### src/rtl/systolic_ctrl.sv
// rtl/systolic_ctrl.sv - job sequencer for a 2x2 output-stationary systolic multiplier
// Clears the array, streams skewed row/column operands into its edges, then captures C = A x B.
module systolic_ctrl #(
    parameter int DW = 8,
    parameter int CW = 15
) (
    input  logic          clk,
    input  logic          rst,
    input  logic          start,
    input  logic [DW-1:0] a11,
    input  logic [DW-1:0] a12,
    input  logic [DW-1:0] a21,
    input  logic [DW-1:0] a22,
    input  logic [DW-1:0] b11,
    input  logic [DW-1:0] b12,
    input  logic [DW-1:0] b21,
    input  logic [DW-1:0] b22,
    input  logic [CW-1:0] pc11,
    input  logic [CW-1:0] pc12,
    input  logic [CW-1:0] pc21,
    input  logic [CW-1:0] pc22,
    output logic          arr_rst_n,
    output logic [DW-1:0] arr_a1,
    output logic [DW-1:0] arr_a2,
    output logic [DW-1:0] arr_b1,
    output logic [DW-1:0] arr_b2,
    output logic          busy,
    output logic          done,
    output logic [CW-1:0] res_c11,
    output logic [CW-1:0] res_c12,
    output logic [CW-1:0] res_c21,
    output logic [CW-1:0] res_c22
);

    typedef enum logic [2:0] {
        IDLE,
        CLEAR,
        GAP,
        FEED0,
        FEED1,
        FEED2,
        DRAIN,
        CAPTURE
    } state_t;

    state_t state;

    logic [DW-1:0] op_a11;
    logic [DW-1:0] op_a12;
    logic [DW-1:0] op_a21;
    logic [DW-1:0] op_a22;
    logic [DW-1:0] op_b11;
    logic [DW-1:0] op_b12;
    logic [DW-1:0] op_b21;
    logic [DW-1:0] op_b22;

    // Feed registers are loaded on entry to each FEED state, so the array
    // samples a state's values at the edge that closes that state.
    always_ff @(posedge clk) begin
        if (rst) begin
            state     <= IDLE;
            busy      <= 1'b0;
            done      <= 1'b0;
            arr_rst_n <= 1'b0;
            arr_a1    <= '0;
            arr_a2    <= '0;
            arr_b1    <= '0;
            arr_b2    <= '0;
            res_c11   <= '0;
            res_c12   <= '0;
            res_c21   <= '0;
            res_c22   <= '0;
            op_a11    <= '0;
            op_a12    <= '0;
            op_a21    <= '0;
            op_a22    <= '0;
            op_b11    <= '0;
            op_b12    <= '0;
            op_b21    <= '0;
            op_b22    <= '0;
        end else begin
            done <= 1'b0;
            case (state)
                IDLE: begin
                    arr_rst_n <= 1'b1;
                    arr_a1    <= '0;
                    arr_a2    <= '0;
                    arr_b1    <= '0;
                    arr_b2    <= '0;
                    busy      <= 1'b0;
                    if (start) begin
                        op_a11    <= a11;
                        op_a12    <= a12;
                        op_a21    <= a21;
                        op_a22    <= a22;
                        op_b11    <= b11;
                        op_b12    <= b12;
                        op_b21    <= b21;
                        op_b22    <= b22;
                        busy      <= 1'b1;
                        arr_rst_n <= 1'b0;
                        state     <= CLEAR;
                    end
                end
                CLEAR: begin
                    arr_rst_n <= 1'b1;
                    state     <= GAP;
                end
                GAP: begin
                    arr_a1 <= op_a11;
                    arr_b1 <= op_b11;
                    arr_a2 <= '0;
                    arr_b2 <= '0;
                    state  <= FEED0;
                end
                FEED0: begin
                    arr_a1 <= op_a12;
                    arr_b1 <= op_b21;
                    arr_a2 <= op_a21;
                    arr_b2 <= op_b12;
                    state  <= FEED1;
                end
                FEED1: begin
                    arr_a1 <= '0;
                    arr_b1 <= '0;
                    arr_a2 <= op_a22;
                    arr_b2 <= op_b22;
                    state  <= FEED2;
                end
                FEED2: begin
                    arr_a1 <= '0;
                    arr_b1 <= '0;
                    arr_a2 <= '0;
                    arr_b2 <= '0;
                    state  <= DRAIN;
                end
                DRAIN: begin
                    state <= CAPTURE;
                end
                CAPTURE: begin
                    res_c11 <= pc11;
                    res_c12 <= pc12;
                    res_c21 <= pc21;
                    res_c22 <= pc22;
                    done    <= 1'b1;
                    busy    <= 1'b0;
                    state   <= IDLE;
                end
                default: begin
                    state <= IDLE;
                end
            endcase
        end
    end

endmodule

### config.mk
export PLATFORM = sky130hd
export DESIGN_NAME = systolic_ctrl
export DESIGN_NICKNAME = d
export VERILOG_FILES = /design/src/rtl/systolic_ctrl.sv
export SDC_FILE = /design/constraint.sdc
export NUM_CORES = 1
export LEC_CHECK = 0
export ABC_CLOCK_PERIOD_IN_PS = 3300
export BUFFER_PORTS_ARGS = -buffer_cell sky130_fd_sc_hd__buf_2
export CORE_ASPECT_RATIO = 0.8
export CORE_MARGIN = 8
export CORE_UTILIZATION = 50
export DETAILED_ROUTE_END_ITERATION = 16
export PLACE_DENSITY_LB_ADDON = 0.1
export SYNTH_ARGS = -nofsm -noshare
export SYNTH_HDL_FRONTEND = slang
export SYNTH_SLANG_ARGS = --single-unit
### constraint.sdc
create_clock -name clk -period 3.3 [get_ports clk]
set_input_delay 0.66 -clock clk [delete_from_list [all_inputs] [get_ports clk]]
set_output_delay 0.66 -clock clk [all_outputs]
set_load 0.05 [all_outputs]
After elaboration in Yosys (flattened, before gate mapping)
Cells that the tools add are included.
{"block": "totals", "reg_bits": 162, "out_inout_bits": 95, "wordCells": 47}
{"block": "classes", "eq_ne": 8, "mux": 11, "reduce_logical": 8}
{"operator": "one-hot mux 8 bit (3 select lines)", "n": 4}
{"operator": "one-hot mux 3 bit (8 select lines)", "n": 1}
{"operator": "equality test 3 bit, second input constant", "n": 4}
{"operator": "equality test 3 x 2 -> 1 bit, second input constant", "n": 2}
{"operator": "nonzero test 3 bit", "n": 2}
{"operator": "OR reduction 3 bit", "n": 2}
{"operator": "one-hot mux 1 bit (2 select lines)", "n": 2}
{"operator": "nonzero test 2 bit", "n": 2}
{"operator": "equality test 3 x 1 -> 1 bit, second input constant", "n": 1}
{"operator": "zero test 3 bit", "n": 1}
{"operator": "two-way mux 1 bit", "n": 3}
{"operator": "two-way mux 3 bit", "n": 1}
{"operator": "!= test 2 bit, second input constant", "n": 1}
{"operator": "AND reduction 2 bit", "n": 1}

Logic depth before layout (Yosys ltp)
{"block": "logic_depth", "word_depth": 3, "ltp_mapped": 6, "ltp_nobuf": 3}

Worst setup path after synthesis
OpenSTA, ideal clock, no wires.
{"block": "synth_path", "path_kind": "input-to-reg", "from": "in start", "to": "reg op_a12[0]", "t_arrival_ns": 1.518, "required_time_ns": 3.168, "path_slack_ns": 1.650, "path_stages": 5, "path_buffers": 2, "cell_sequence": "or4b_1 buf_4 buf_6 nand2_1 a21oi_1"}
{"block": "synth_between", "elab_chain_cells": 1}
{"item": "from (decl)", "line_no": "9", "source": "input logic start,"}
{"item": "AND reduction 2 bit (no source line)"}
{"item": "to (signal assigned)", "line_no": "74", "source": "op_a12 <= '0;"}
{"item": "to (signal assigned)", "line_no": "93", "source": "op_a12 <= a12;"}
{"item": "to (decl)", "line_no": "49", "source": "logic [DW-1:0] op_a12;"}
No other way between the ends.
A chain may end at the register's enable or synchronous reset.

Worst setup path after layout
{"block": "layout_path", "from": "reg state[2]", "to": "reg arr_a2[4]"}
{"block": "layout_between", "elab_chain_cells": 3, "word_cells_on_any_way": 8, "cone_classes": "eq/ne (4); mux (1); reduce/logical (3)"}
{"item": "from (decl)", "line_no": "46", "source": "state_t state;"}
{"item": "from (signal assigned)", "line_no": "61", "source": "state <= IDLE;"}
{"item": "from (signal assigned)", "line_no": "102", "source": "state <= CLEAR;"}
{"item": "from (signal assigned)", "line_no": "107", "source": "state <= GAP;"}
{"item": "equality test 3 bit (tied with other cells)", "line_no": "83", "source": "case (state)"}
{"item": "OR reduction 3 bit (no source line)"}
{"item": "one-hot mux 8 bit (3 select lines) or nonzero test 3 bit (tied branches)"}
{"item": "to (signal assigned)", "line_no": "119", "source": "arr_a2 <= op_a21;"}
{"item": "to (signal assigned)", "line_no": "126", "source": "arr_a2 <= op_a22;"}
{"item": "to (decl)", "line_no": "24", "source": "output logic [DW-1:0] arr_a2,"}
Parallel ways exist; a longest one is shown, timed or not.

==> impl_metrics.json <==
{
  "htreeDepth": 4,
  "slew-limit-headroom": 0.351,
  "cts_tree": "yes",
  "antenna_found_initial": 1,
  "crit_arrival_ns": 2.40,
  "fmax_ghz": 0.458,
  "dr.pass1.iters": 5,
  "place_hpwl_um": 11600,
  "holdCritPathClass": "reg2reg",
  "ioPinCount": 222,
  "tightest_slew_ns": 0.971,
  "clk_latency_ns": 0.42,
  "drc": 0,
  "netlist_instances": 641,
  "fp.dieW_um": 138,
  "design.core.area_um2": 11600,
  "yosys-top-cells-area": "dfxtp_1, nand2_1, a22o_1, a21oi_1, mux2_2",
  "cp-start-kind": "flop",
  "grt_usage": 0.209,
  "overflow": 0,
  "p_clk_frac": 0.422,
  "syn_to_final_growth_pct": 27.3,
  "hold_buffers": 0,
  "layout_commonest_cell": "buf_2",
  "power_leakage_nw": 3.38,
  "cts_buffers": 17,
  "cts_root_buffer": "clkbuf_16",
  "fin_crit_sh": 0.662,
  "end_kind": "flop",
  "routedWlPerCell_um": 16.8,
  "yosysTopAreaCellShare": 0.543,
  "grt_pass1_wl_um": 27300,
  "hold_violations": 0,
  "switchingPower_mw": 1.19,
  "grt_max_degree": 66,
  "worst-path-max-fanout": 17,
  "sw_frac_of_total": 0.260,
  "ir_drop_mv": 0.421,
  "routed_wl_um": 16800,
  "post_cts_buffers": 0,
  "die_h_um": 114,
  "syn_area_um2": 5980,
  "nets": 963,
  "setup.worst_path.class": "reg2reg",
  "power.share.sequential": 0.461,
  "detail-route-antenna-nets": 0,
  "cts_sinks": 162,
  "initial_core_util": 0.515,
  "ys_seq_elements": 162,
  "ys_types": 34,
  "p_comb_frac": 0.117,
  "postCtsResizedCells": 0,
  "drt-initial-drc-count": 413,
  "seq_area_frac_synth": 0.543,
  "yosys.area.top_type": "dfxtp_1",
  "most-common-layout-cells": "buf_2, dfxtp_1, nand2_1, a21oi_1, a22o_1",
  "multiInputGateArea_um2": 2400,
  "routed_via_density": 5.27,
  "drv_slew": 0,
  "tns_ns": 0,
  "skew_ns": 0.0174,
  "cts_buffer_depth": 2,
  "synth_nets": 768,
  "vias": 5260,
  "maxCapViolations": 0,
  "placement.cell_area_um2": 7030,
  "fill_cells": 978,
  "yosysWarningCount": 0,
  "globalplace.congestion": 0.790,
  "cp.required_ns": 3.51,
  "rsz0062_at_grt": "false",
  "drive_gt1_frac": 0.336,
  "internal_power_mw": 3.38,
  "rows": 35,
  "power_density_nw_per_um2": 600,
  "regArea_um2": 3240,
  "port_buffers": 221,
  "dieArea_um2": 15700,
  "setup_viol": 0,
  "outcome": "finished, final reports clean",
  "grt_pass1_vias": 5266,
  "layout_min_cycle_time_ns": 2.18,
  "avgSynthCellArea_um2": 9.32,
  "final_area_um2": 7610,
  "clkTransAtPathRegs_ns": 0.06
}
==> power groups by stage <==
stage               clock network [mW]  registers (mW)  logic, mW
finish                            1.93            2.10      0.535
CTS                               1.96            2.10      0.538
global route                      2.04            2.12      0.596
global placement                     0            2.14      0.524
detailed placement                   0            2.15      0.534
floorplan                            0            2.18      0.341
==> flip-flops by register name, summed over array words and instances, names as in the netlist, 15 cells and up <==
name and flops:
res_c22 15, res_c11 15, res_c12 15, res_c21 15
==> path summary, 6_finish.rpt <==
| path | startpoint | to | slack, ns | cells past startpoint |
|---|---|---|---|---|
| worst min register to register | op_a21[4] | op_a21[4] | 0.45 | 2 |
| worst max register to register | state[2] | arr_a2[4] | 1.12 | 3 |
| worst max-delay path | state[2] | arr_a2[4] | 1.12 | 3 |
| worst min-delay path | op_a21[4] | op_a21[4] | 0.45 | 2 |
==> cells by family (layout without fill, tap and decap cells) <==
family                    Yosys count  count (layout)  share of synthesized area
DFF                               162             162                      0.543
xor gates and xnor gates            3               3                    0.00565
AOI/OAI and AO/OA                 195             195                      0.213
and+or+nand+nor                   206             206                      0.149
other                               0               1                          0
buffers and inverters              58             266                     0.0580
muxes                              17              17                     0.0320
==> Yosys cell counts <==
library cell / instances
buf_1: 1
inv_1: 2
a22oi_1: 1
o21ai_0: 18
nand2b_1: 28
buf_6: 13
o21bai_1: 1
a21oi_1: 94
a22o_1: 60
a211oi_1: 1
nor3b_1: 1
o21ai_1: 1
a21oi_2: 1
mux2_2: 17
nor2_1: 18
or4b_1: 1
a21o_1: 2
a221oi_1: 1
nor4b_1: 1
nor3_1: 2
nor3b_4: 1
a31oi_1: 2
xor2_1: 1
xor2_2: 1
a2111oi_0: 13
buf_2: 19
dfxtp_1: 162
xnor2_1: 1
and2_1: 1
nand2_1: 148
clkbuf_1: 21
nor2b_1: 3
nand3_1: 2
buf_4: 2
==> critical path, stage by stage (launching register included) <==
cell and delay (ns):
dfxtp_1 0.66, buf_4 0.29, nor2b_1 0.79, a2111oi_0 0.25
==> metrics by stage <==
step | setup slack (ns) | util | instances | hold WS, ns | power (mW)
after floorplan | 1.65 | - | 641 | 0.431 | 2.52
after global placement | 1.19 | 0.606 | 965 | 0.437 | 2.67
after detailed placement | 1.12 | 0.606 | 965 | 0.443 | 2.68
after CTS | 1.12 | 0.656 | 997 | 0.437 | 4.60
after global routing | 0.806 | 0.656 | 998 | 0.439 | 4.75
final | 1.12 | 0.656 | 998 | 0.449 | 4.57
==> layer usage <==
layer	vias up	global-route usage	share of wire
li1	2599	-	-
met1	2487	0.264	0.45
met2	159	0.335	0.48
met3	15	0.0586	0.057
met4	0	0.0766	0.013
met5	-	0	0
==> layout make-up <==
| type | instances | share of cell area |
|---|---|---|
| Sequential cell | 162 | 0.426 |
| Multi-Input combinational cell | 421 | 0.315 |
| Timing Repair Buffer | 232 | 0.157 |
| Clock buffer | 20 | 0.0587 |
| Tap cell | 148 | 0.0243 |
| Clock inverter | 12 | 0.0174 |
| Inverter | 2 | 0.000987 |
| Antenna cell | 1 | 0.000329 |
Power figures use the tool's default switching activity.
